[src/rtl/multiplier_arbiter_pkg.sv]
// Shared sizing defaults and operand/tag types for the multiplier arbiter and its tag FIFO.
package multiplier_arbiter_pkg;

  localparam int DEFAULT_NUM_REQUESTERS        = 4;
  localparam int DEFAULT_OPERAND_WIDTH_IN_BITS = 64;
  localparam int DEFAULT_PRODUCT_WIDTH_IN_BITS = 2 * DEFAULT_OPERAND_WIDTH_IN_BITS;
  localparam int DEFAULT_TAG_FIFO_DEPTH        = 4;

  typedef logic [$clog2(DEFAULT_NUM_REQUESTERS)-1:0] req_id_t;

  typedef struct packed {
    logic                                     multiplier_sign_bit;
    logic [DEFAULT_OPERAND_WIDTH_IN_BITS-1:0] multiplier;
    logic                                     multicand_sign_bit;
    logic [DEFAULT_OPERAND_WIDTH_IN_BITS-1:0] multicand;
  } issue_entry_t;

endpackage

[src/rtl/multiplier_tag_fifo.sv]
// In-order requester-ID FIFO; pushes while full and pops while empty are ignored.
// Full/empty/count reflect occupancy before this cycle's push and pop.
module multiplier_tag_fifo
  import multiplier_arbiter_pkg::*;
#(
  parameter int WIDTH = $clog2(DEFAULT_NUM_REQUESTERS),
  parameter int DEPTH = DEFAULT_TAG_FIFO_DEPTH
) (
  input  logic                     clk_in,
  input  logic                     reset_in,
  input  logic                     push,
  input  logic                     pop,
  input  logic [WIDTH-1:0]         data_in,
  output logic [WIDTH-1:0]         data_out,
  output logic                     full,
  output logic                     empty,
  output logic [$clog2(DEPTH):0]   count
);

  localparam int AW = $clog2(DEPTH);
  localparam logic [AW:0] FULL_COUNT = DEPTH[AW:0];

  logic [WIDTH-1:0] mem [DEPTH];
  logic [AW-1:0]    wr_ptr;
  logic [AW-1:0]    rd_ptr;
  logic             do_push;
  logic             do_pop;

  assign full     = (count == FULL_COUNT);
  assign empty    = (count == '0);
  assign do_push  = push & ~full;
  assign do_pop   = pop & ~empty;
  assign data_out = mem[rd_ptr];

  always_ff @(posedge clk_in) begin
    if (do_push) begin
      mem[wr_ptr] <= data_in;
    end
  end

  // Pointers wrap naturally because DEPTH is a power of two.
  always_ff @(posedge clk_in) begin
    if (reset_in) begin
      wr_ptr <= '0;
      rd_ptr <= '0;
      count  <= '0;
    end else begin
      if (do_push) wr_ptr <= wr_ptr + 1'b1;
      if (do_pop)  rd_ptr <= rd_ptr + 1'b1;
      if (do_push && !do_pop)      count <= count + 1'b1;
      else if (!do_push && do_pop) count <= count - 1'b1;
    end
  end

endmodule

[src/rtl/multiplier_arbiter.sv]
// Round-robin share of one multiplier: grant -> issue slot -> multiplier, products return in order, registered, one cycle.
// Grants stall while the issue slot is busy or the tag FIFO is full; results have no backpressure. Option: MULTIPLIER_ARBITER_STATS_EN.
module multiplier_arbiter
  import multiplier_arbiter_pkg::*;
#(
  parameter int NUM_REQUESTERS        = DEFAULT_NUM_REQUESTERS,
  parameter int OPERAND_WIDTH_IN_BITS = DEFAULT_OPERAND_WIDTH_IN_BITS,
  parameter int PRODUCT_WIDTH_IN_BITS = DEFAULT_PRODUCT_WIDTH_IN_BITS,
  parameter int TAG_FIFO_DEPTH        = DEFAULT_TAG_FIFO_DEPTH
) (
  input  logic                                              clk_in,
  input  logic                                              reset_in,
  input  logic [NUM_REQUESTERS-1:0]                         req_valid_in,
  output logic [NUM_REQUESTERS-1:0]                         req_ready_out,
  input  logic [NUM_REQUESTERS-1:0]                         req_multiplier_sign_bit_in,
  input  logic [NUM_REQUESTERS*OPERAND_WIDTH_IN_BITS-1:0]   req_multiplier_in,
  input  logic [NUM_REQUESTERS-1:0]                         req_multicand_sign_bit_in,
  input  logic [NUM_REQUESTERS*OPERAND_WIDTH_IN_BITS-1:0]   req_multicand_in,
  output logic [NUM_REQUESTERS-1:0]                         resp_valid_out,
  output logic                                              resp_product_sign_bit_out,
  output logic [PRODUCT_WIDTH_IN_BITS-1:0]                  resp_product_out,
  output logic                                              mul_is_valid_out,
  input  logic                                              mul_is_ready_in,
  output logic                                              mul_multiplier_sign_bit_out,
  output logic [OPERAND_WIDTH_IN_BITS-1:0]                  mul_multiplier_out,
  output logic                                              mul_multicand_sign_bit_out,
  output logic [OPERAND_WIDTH_IN_BITS-1:0]                  mul_multicand_out,
  input  logic                                              mul_is_valid_in,
  input  logic                                              mul_product_sign_bit_in,
  input  logic [PRODUCT_WIDTH_IN_BITS-1:0]                  mul_product_in,
  output logic                                              error_out
`ifdef MULTIPLIER_ARBITER_STATS_EN
  ,
  output logic [31:0]                                       stat_issued_out,
  output logic [31:0]                                       stat_stall_out
`endif
);

  localparam int N    = NUM_REQUESTERS;
  localparam int W    = OPERAND_WIDTH_IN_BITS;
  localparam int ID_W = $clog2(N);
  localparam int CW   = $clog2(TAG_FIFO_DEPTH) + 1;

  typedef logic [ID_W-1:0] id_t;
  typedef struct packed {
    logic         multiplier_sign_bit;
    logic [W-1:0] multiplier;
    logic         multicand_sign_bit;
    logic [W-1:0] multicand;
  } issue_t;

  issue_t          issue_q;
  issue_t          issue_d;
  logic            issue_valid;
  logic            mul_fire;
  logic            slot_free;
  logic            accept;
  logic            tag_pop;
  logic            fifo_full;
  logic            fifo_empty;
  logic [CW-1:0]   fifo_count;
  id_t             last_grant;
  id_t             grant_id;
  id_t             cand;
  id_t             tag_head;
  logic [N-1:0]    grant;
  logic            grant_found;
  int              idx;

  assign mul_fire  = issue_valid & mul_is_ready_in;
  assign slot_free = ~issue_valid | mul_fire;

  // First valid requester after last_grant, wrapping modulo N.
  always_comb begin
    grant       = '0;
    grant_id    = '0;
    grant_found = 1'b0;
    idx         = 0;
    cand        = '0;
    for (int i = 1; i <= N; i++) begin
      idx  = (int'(last_grant) + i) % N;
      cand = id_t'(idx);
      if (!grant_found && req_valid_in[cand]) begin
        grant_found = 1'b1;
        grant_id    = cand;
        grant[cand] = 1'b1;
      end
    end
  end

  assign req_ready_out = (slot_free && !fifo_full && !reset_in) ? grant : '0;
  assign accept        = |req_ready_out;
  assign tag_pop       = mul_is_valid_in & ~fifo_empty;

  always_comb begin
    issue_d                     = '0;
    issue_d.multiplier_sign_bit = req_multiplier_sign_bit_in[grant_id];
    issue_d.multiplier          = req_multiplier_in[grant_id*W +: W];
    issue_d.multicand_sign_bit  = req_multicand_sign_bit_in[grant_id];
    issue_d.multicand           = req_multicand_in[grant_id*W +: W];
  end

  assign mul_is_valid_out            = issue_valid;
  assign mul_multiplier_sign_bit_out = issue_q.multiplier_sign_bit;
  assign mul_multiplier_out          = issue_q.multiplier;
  assign mul_multicand_sign_bit_out  = issue_q.multicand_sign_bit;
  assign mul_multicand_out           = issue_q.multicand;

  multiplier_tag_fifo #(
    .WIDTH (ID_W),
    .DEPTH (TAG_FIFO_DEPTH)
  ) u_tag_fifo (
    .clk_in   (clk_in),
    .reset_in (reset_in),
    .push     (accept),
    .pop      (tag_pop),
    .data_in  (grant_id),
    .data_out (tag_head),
    .full     (fifo_full),
    .empty    (fifo_empty),
    .count    (fifo_count)
  );

  always_ff @(posedge clk_in) begin
    if (reset_in) begin
      issue_q                   <= '0;
      issue_valid               <= 1'b0;
      last_grant                <= id_t'(N - 1);
      resp_valid_out            <= '0;
      resp_product_sign_bit_out <= 1'b0;
      resp_product_out          <= '0;
      error_out                 <= 1'b0;
    end else begin
      // A refill in the firing cycle keeps the slot occupied.
      if (accept) begin
        issue_q     <= issue_d;
        issue_valid <= 1'b1;
        last_grant  <= grant_id;
      end else if (mul_fire) begin
        issue_valid <= 1'b0;
      end

      resp_valid_out <= '0;
      if (tag_pop) begin
        resp_valid_out            <= N'(1) << tag_head;
        resp_product_sign_bit_out <= mul_product_sign_bit_in;
        resp_product_out          <= mul_product_in;
      end else if (mul_is_valid_in && fifo_count == '0) begin
        error_out <= 1'b1;
      end
    end
  end

`ifdef MULTIPLIER_ARBITER_STATS_EN
  always_ff @(posedge clk_in) begin
    if (reset_in) begin
      stat_issued_out <= '0;
      stat_stall_out  <= '0;
    end else begin
      if (mul_fire && stat_issued_out != '1) stat_issued_out <= stat_issued_out + 1'b1;
      if (|req_valid_in && !accept && stat_stall_out != '1) stat_stall_out <= stat_stall_out + 1'b1;
    end
  end
`endif

endmodule

[config.mk]
export PLATFORM = sky130hd
export DESIGN_NAME = multiplier_arbiter
export DESIGN_NICKNAME = d
export VERILOG_FILES = /design/src/rtl/multiplier_arbiter_pkg.sv /design/src/rtl/multiplier_tag_fifo.sv /design/src/rtl/multiplier_arbiter.sv
export SDC_FILE = /design/constraint.sdc
export NUM_CORES = 1
export LEC_CHECK = 0
export ABC_AREA = 1
export BUFFER_PORTS_ARGS = -buffer_cell sky130_fd_sc_hd__buf_2
export CORE_AREA = 2 2 363 365
export DETAILED_ROUTE_END_ITERATION = 10
export DIE_AREA = 0 0 365 367
export SYNTH_ARGS = -nofsm -noshare
export SYNTH_HDL_FRONTEND = slang
export SYNTH_SLANG_ARGS = --single-unit
[constraint.sdc]
create_clock -name clk_in -period 9.2 [get_ports clk_in]
set_clock_uncertainty 0.15 [all_clocks]
set_input_delay 0.46 -clock clk_in [delete_from_list [all_inputs] [get_ports clk_in]]
set_output_delay 0.46 -clock clk_in [all_outputs]
set_load 0.01 [all_outputs]
==> metrics.csv <==
stage,metric,value,unit
synth,syn_avg_cell_area,5.64,um2
synth,synthesis.area,16000,um2
routing,wl_per_cell,16.8,um
synth,ys_ff_latch,284,
cts,cts_setup_buffers,0,
cts,cts_root_buf,clkbuf_16,
worst_setup_path,crit_path_end_kind,flip-flop,
synth,synth.net_count,3501,
cells_and_area,fin_nets,4392,
timing,tns,0,ns
synth,synth.distinct_cells,28,
flow_run,maxCapViolations,0,
placement,place_hpwl,72200,um
timing,maxSlewViolCount,0,
cts,clkLatencyLatePin,0.60,ns
timing,fin_crit,4.12,ns
timing,tightest_slew,1.02,ns
power,netSwitchingFraction,54.0,%
worst_setup_path,crit_path_max_fanout,135,
power,pwr-share-comb,63.6,%
timing,finalHoldViolCount,0,
cts,cts_buffers,39,
timing,rsz0062_at_grt,no,
global_routing,grt_usage,13.1,%
floorplan,die_x,365,um
synth,synth_cells,2830,
cts,cts.sinks,284,
cells_and_area,area_growth,52.2,%
timing,setup_viol,0,
power,cellLeakagePower,0.0136,uW
cells_and_area,drive_above_1_share,27.2,%
routing,num_vias,20200,
placement,place_ws,5.15,ns
timing,clock.fmax,0.243,GHz
cts,h-tree-depth,2,
synth,synth_flop_cell,dfxtp_1,
global_routing,grt_first_pass_wirelength,128000,um
worst_setup_path,worst_setup_path_start_kind,flip-flop,
synth,yosysMostFrequentCell,nand2_1,
floorplan,initial_utilization,12.2,%
worst_setup_path,crit_type,reg -> reg,
floorplan,die_h,367,um
synth,seq_area_frac_synth,36.1,%
power,total_power,9480,uW
routing,drt-initial-drc-count,1031,
synth,yosys.area.top_type,nand2_1,
floorplan,ios,926,
routing,via_per_inst,3.65,
worst_setup_path,rrSetupSlack,5.08,ns
synth,synth_commonest_cells,"1477 x nand2_1, 538 x nor2_1, 276 x dfxtp_1, 155 x inv_1, 134 x o21ai_0",
floorplan,dieArea,134000,um2
power,p_seq_share,19.4,%
power,p_int,4360,uW
placement,place_congestion,0.974,
worst_setup_path,crit_required,9.59,ns
cells_and_area,fin_area,24300,um2
timing,period_share,44.8,%
power,p_sw,5120,uW
worst_setup_path,cp.arrival,4.51,ns
timing,final.setup.worst_slack,5.08,ns
synth,synth_top_area_share,34.7,%
global_routing,grt_start_max_net_pins,143,
timing,slew_headroom,32.3,%
floorplan,rows,133,
placement,placed_area,22100,um2
global_routing,antenna_found_initial,31,
cts,cts_tree,built,
placement,io_buffers,925,
power,powerDensity,390,nW/um2
status,status,completed,
routing,drt-pass1-iter-count,5,
routing,ant_nets,0,
synth,yosysWarnings,0,
synth,synth_area_leaders,"nand2_1 35%, dfxtp_1 35%, nor2_1 13%, o21ai_0 4.2%, inv_1 3.6%",
routing,wl,92700,um
cts,cts_resized,0,
global_routing,overflow,0,
routing,route.detailed.drc,0,
cts,cts_buffer_depth,3,
cts,path_clk_slew,0.06,ns
hold_path,hold_class,in -> reg,
power,ir_drop,0.385,mV
synth,synth-edff-count,8,
cts,holdBufCountCts,79,
global_routing,grt_pass1_vias,19000,
power,power_frac_clock,17.0,%
floorplan,coreArea,130000,um2
synth,async_reset_ff_share,0,%
cells by family after synthesis:
group           Yosys count  synth area share, %
simple gates           2043                 48.5
buf+inv                 333                 9.23
flops                   284                 36.1
compound gates          156                 5.04
fa+ha+maj                14                 1.14
path summary, 6_finish.rpt:
check	from	end	cells after the start
max	last_grant[0]$_SDFFE_PP1P_	mul_multicand_out[3]$_SDFFE_PP0P_	15
min	mul_product_in[74]	resp_product_out[74]$_SDFFE_PP0P_	3
max reg2reg	last_grant[0]$_SDFFE_PP1P_	mul_multicand_out[3]$_SDFFE_PP0P_	15
min reg2reg	error_out$_SDFFE_PP0P_	error_out$_SDFFE_PP0P_	2
per-stage QoR:
| stage | hold slack (ns) | util (%) | cells |
|---|---|---|---|
| final | 0.0455 | 18.6 | 5517 |
| after detailed placement | 0.295 | 17.0 | 5356 |
| after CTS | 0.00186 | 18.6 | 5502 |
| after global placement | 0.290 | 17.0 | 5356 |
| after global routing | 0.0307 | 18.6 | 5509 |
| after floorplan | 0.286 | - | 2830 |
power by group through the flow:
stage | clock [uW] | sequential (uW) | combinational, uW
2_1_floorplan | 0 | 2010 | 4010
3_3_place_gp | 0 | 1850 | 6070
3_5_place_dp | 0 | 1860 | 6070
4_1_cts | 1680 | 1840 | 6120
5_1_grt | 1720 | 1880 | 6890
6_report | 1610 | 1840 | 6030
cells in the final DEF (no fill, tap or decap), types with 2 or more instances in the layout:
cell type      netlist  layout
a21oi_1             13      13
dfxtp_1            276     276
buf_12               0       3
nand2_2              4       3
bufinv_16            0       3
a32oi_1              2       2
dlygate4sd3_1        0      79
buf_2               62     925
buf_4               32      13
nand3_1             16      16
nand4_1              4       4
nand2_1           1477    1476
clkbuf_16            0      40
nor2_1             538     538
inv_2                6       4
clkbuf_1            71       7
inv_16               0       2
a21boi_0             3       3
ha_1                13      13
clkinv_2             0       4
o21ai_0            134     134
edfxtp_1             8       8
nor2_4               3       3
diode_2              0      15
clkinvlp_4           0       3
inv_1              155     155
inv_8                0       2
clkbuf_8             0       6
final cells by class:
| class | count | area, um2 |
|---|---|---|
| multi-input cells | 2213 | 8760 |
| diodes | 15 | 37.5 |
| fillers | 15200 | 106000 |
| well taps | 1755 | 2200 |
| clock inverters | 14 | 211 |
| inverters | 163 | 634 |
| repair buffers | 1020 | 5580 |
| flip-flops and latches | 284 | 5770 |
| clock buffers | 53 | 1110 |
flip-flops by register name (all words and copies together) (netlist names), named ones only:
signal                       count
resp_product_out               128
u_tag_fifo.wr_ptr                2
resp_valid_out                   4
u_tag_fifo.count                 3
u_tag_fifo.rd_ptr                2
mul_multiplier_sign_bit_out      1
resp_product_sign_bit_out        1
mul_multiplier_out              64
last_grant                       2
error_out                        1
mul_multicand_sign_bit_out       1
u_tag_fifo.mem                   8
mul_multicand_out               64
mul_is_valid_out                 1
per-layer routing:
layer / vias up / global-route usage, % / wire, um
met1: 9047 / 15.5 / 37700
li1: 10200 / - / -
met5: - / 0 / 180
met4: 30 / 4.43 / 2940
met2: 729 / 22.1 / 43200
met3: 149 / 4.31 / 8740
worst max-delay path, cell delays in order (launching register included):
cell and delay [ns]:
dfxtp_1 0.57, inv_2 0.19, ha_1 0.40, inv_1 0.08, nand2_1 0.07, nand2_1 0.10, o21ai_1 0.35, nand2_8 0.18
inv_8 0.30, buf_12 0.35, nand2_1 0.10, nand2_1 0.10, nand2_1 0.22, nand2_1 0.16, nor2_1 0.05, nor2_1 0.12
Note: power is estimated with default switching activity, not from simulation.
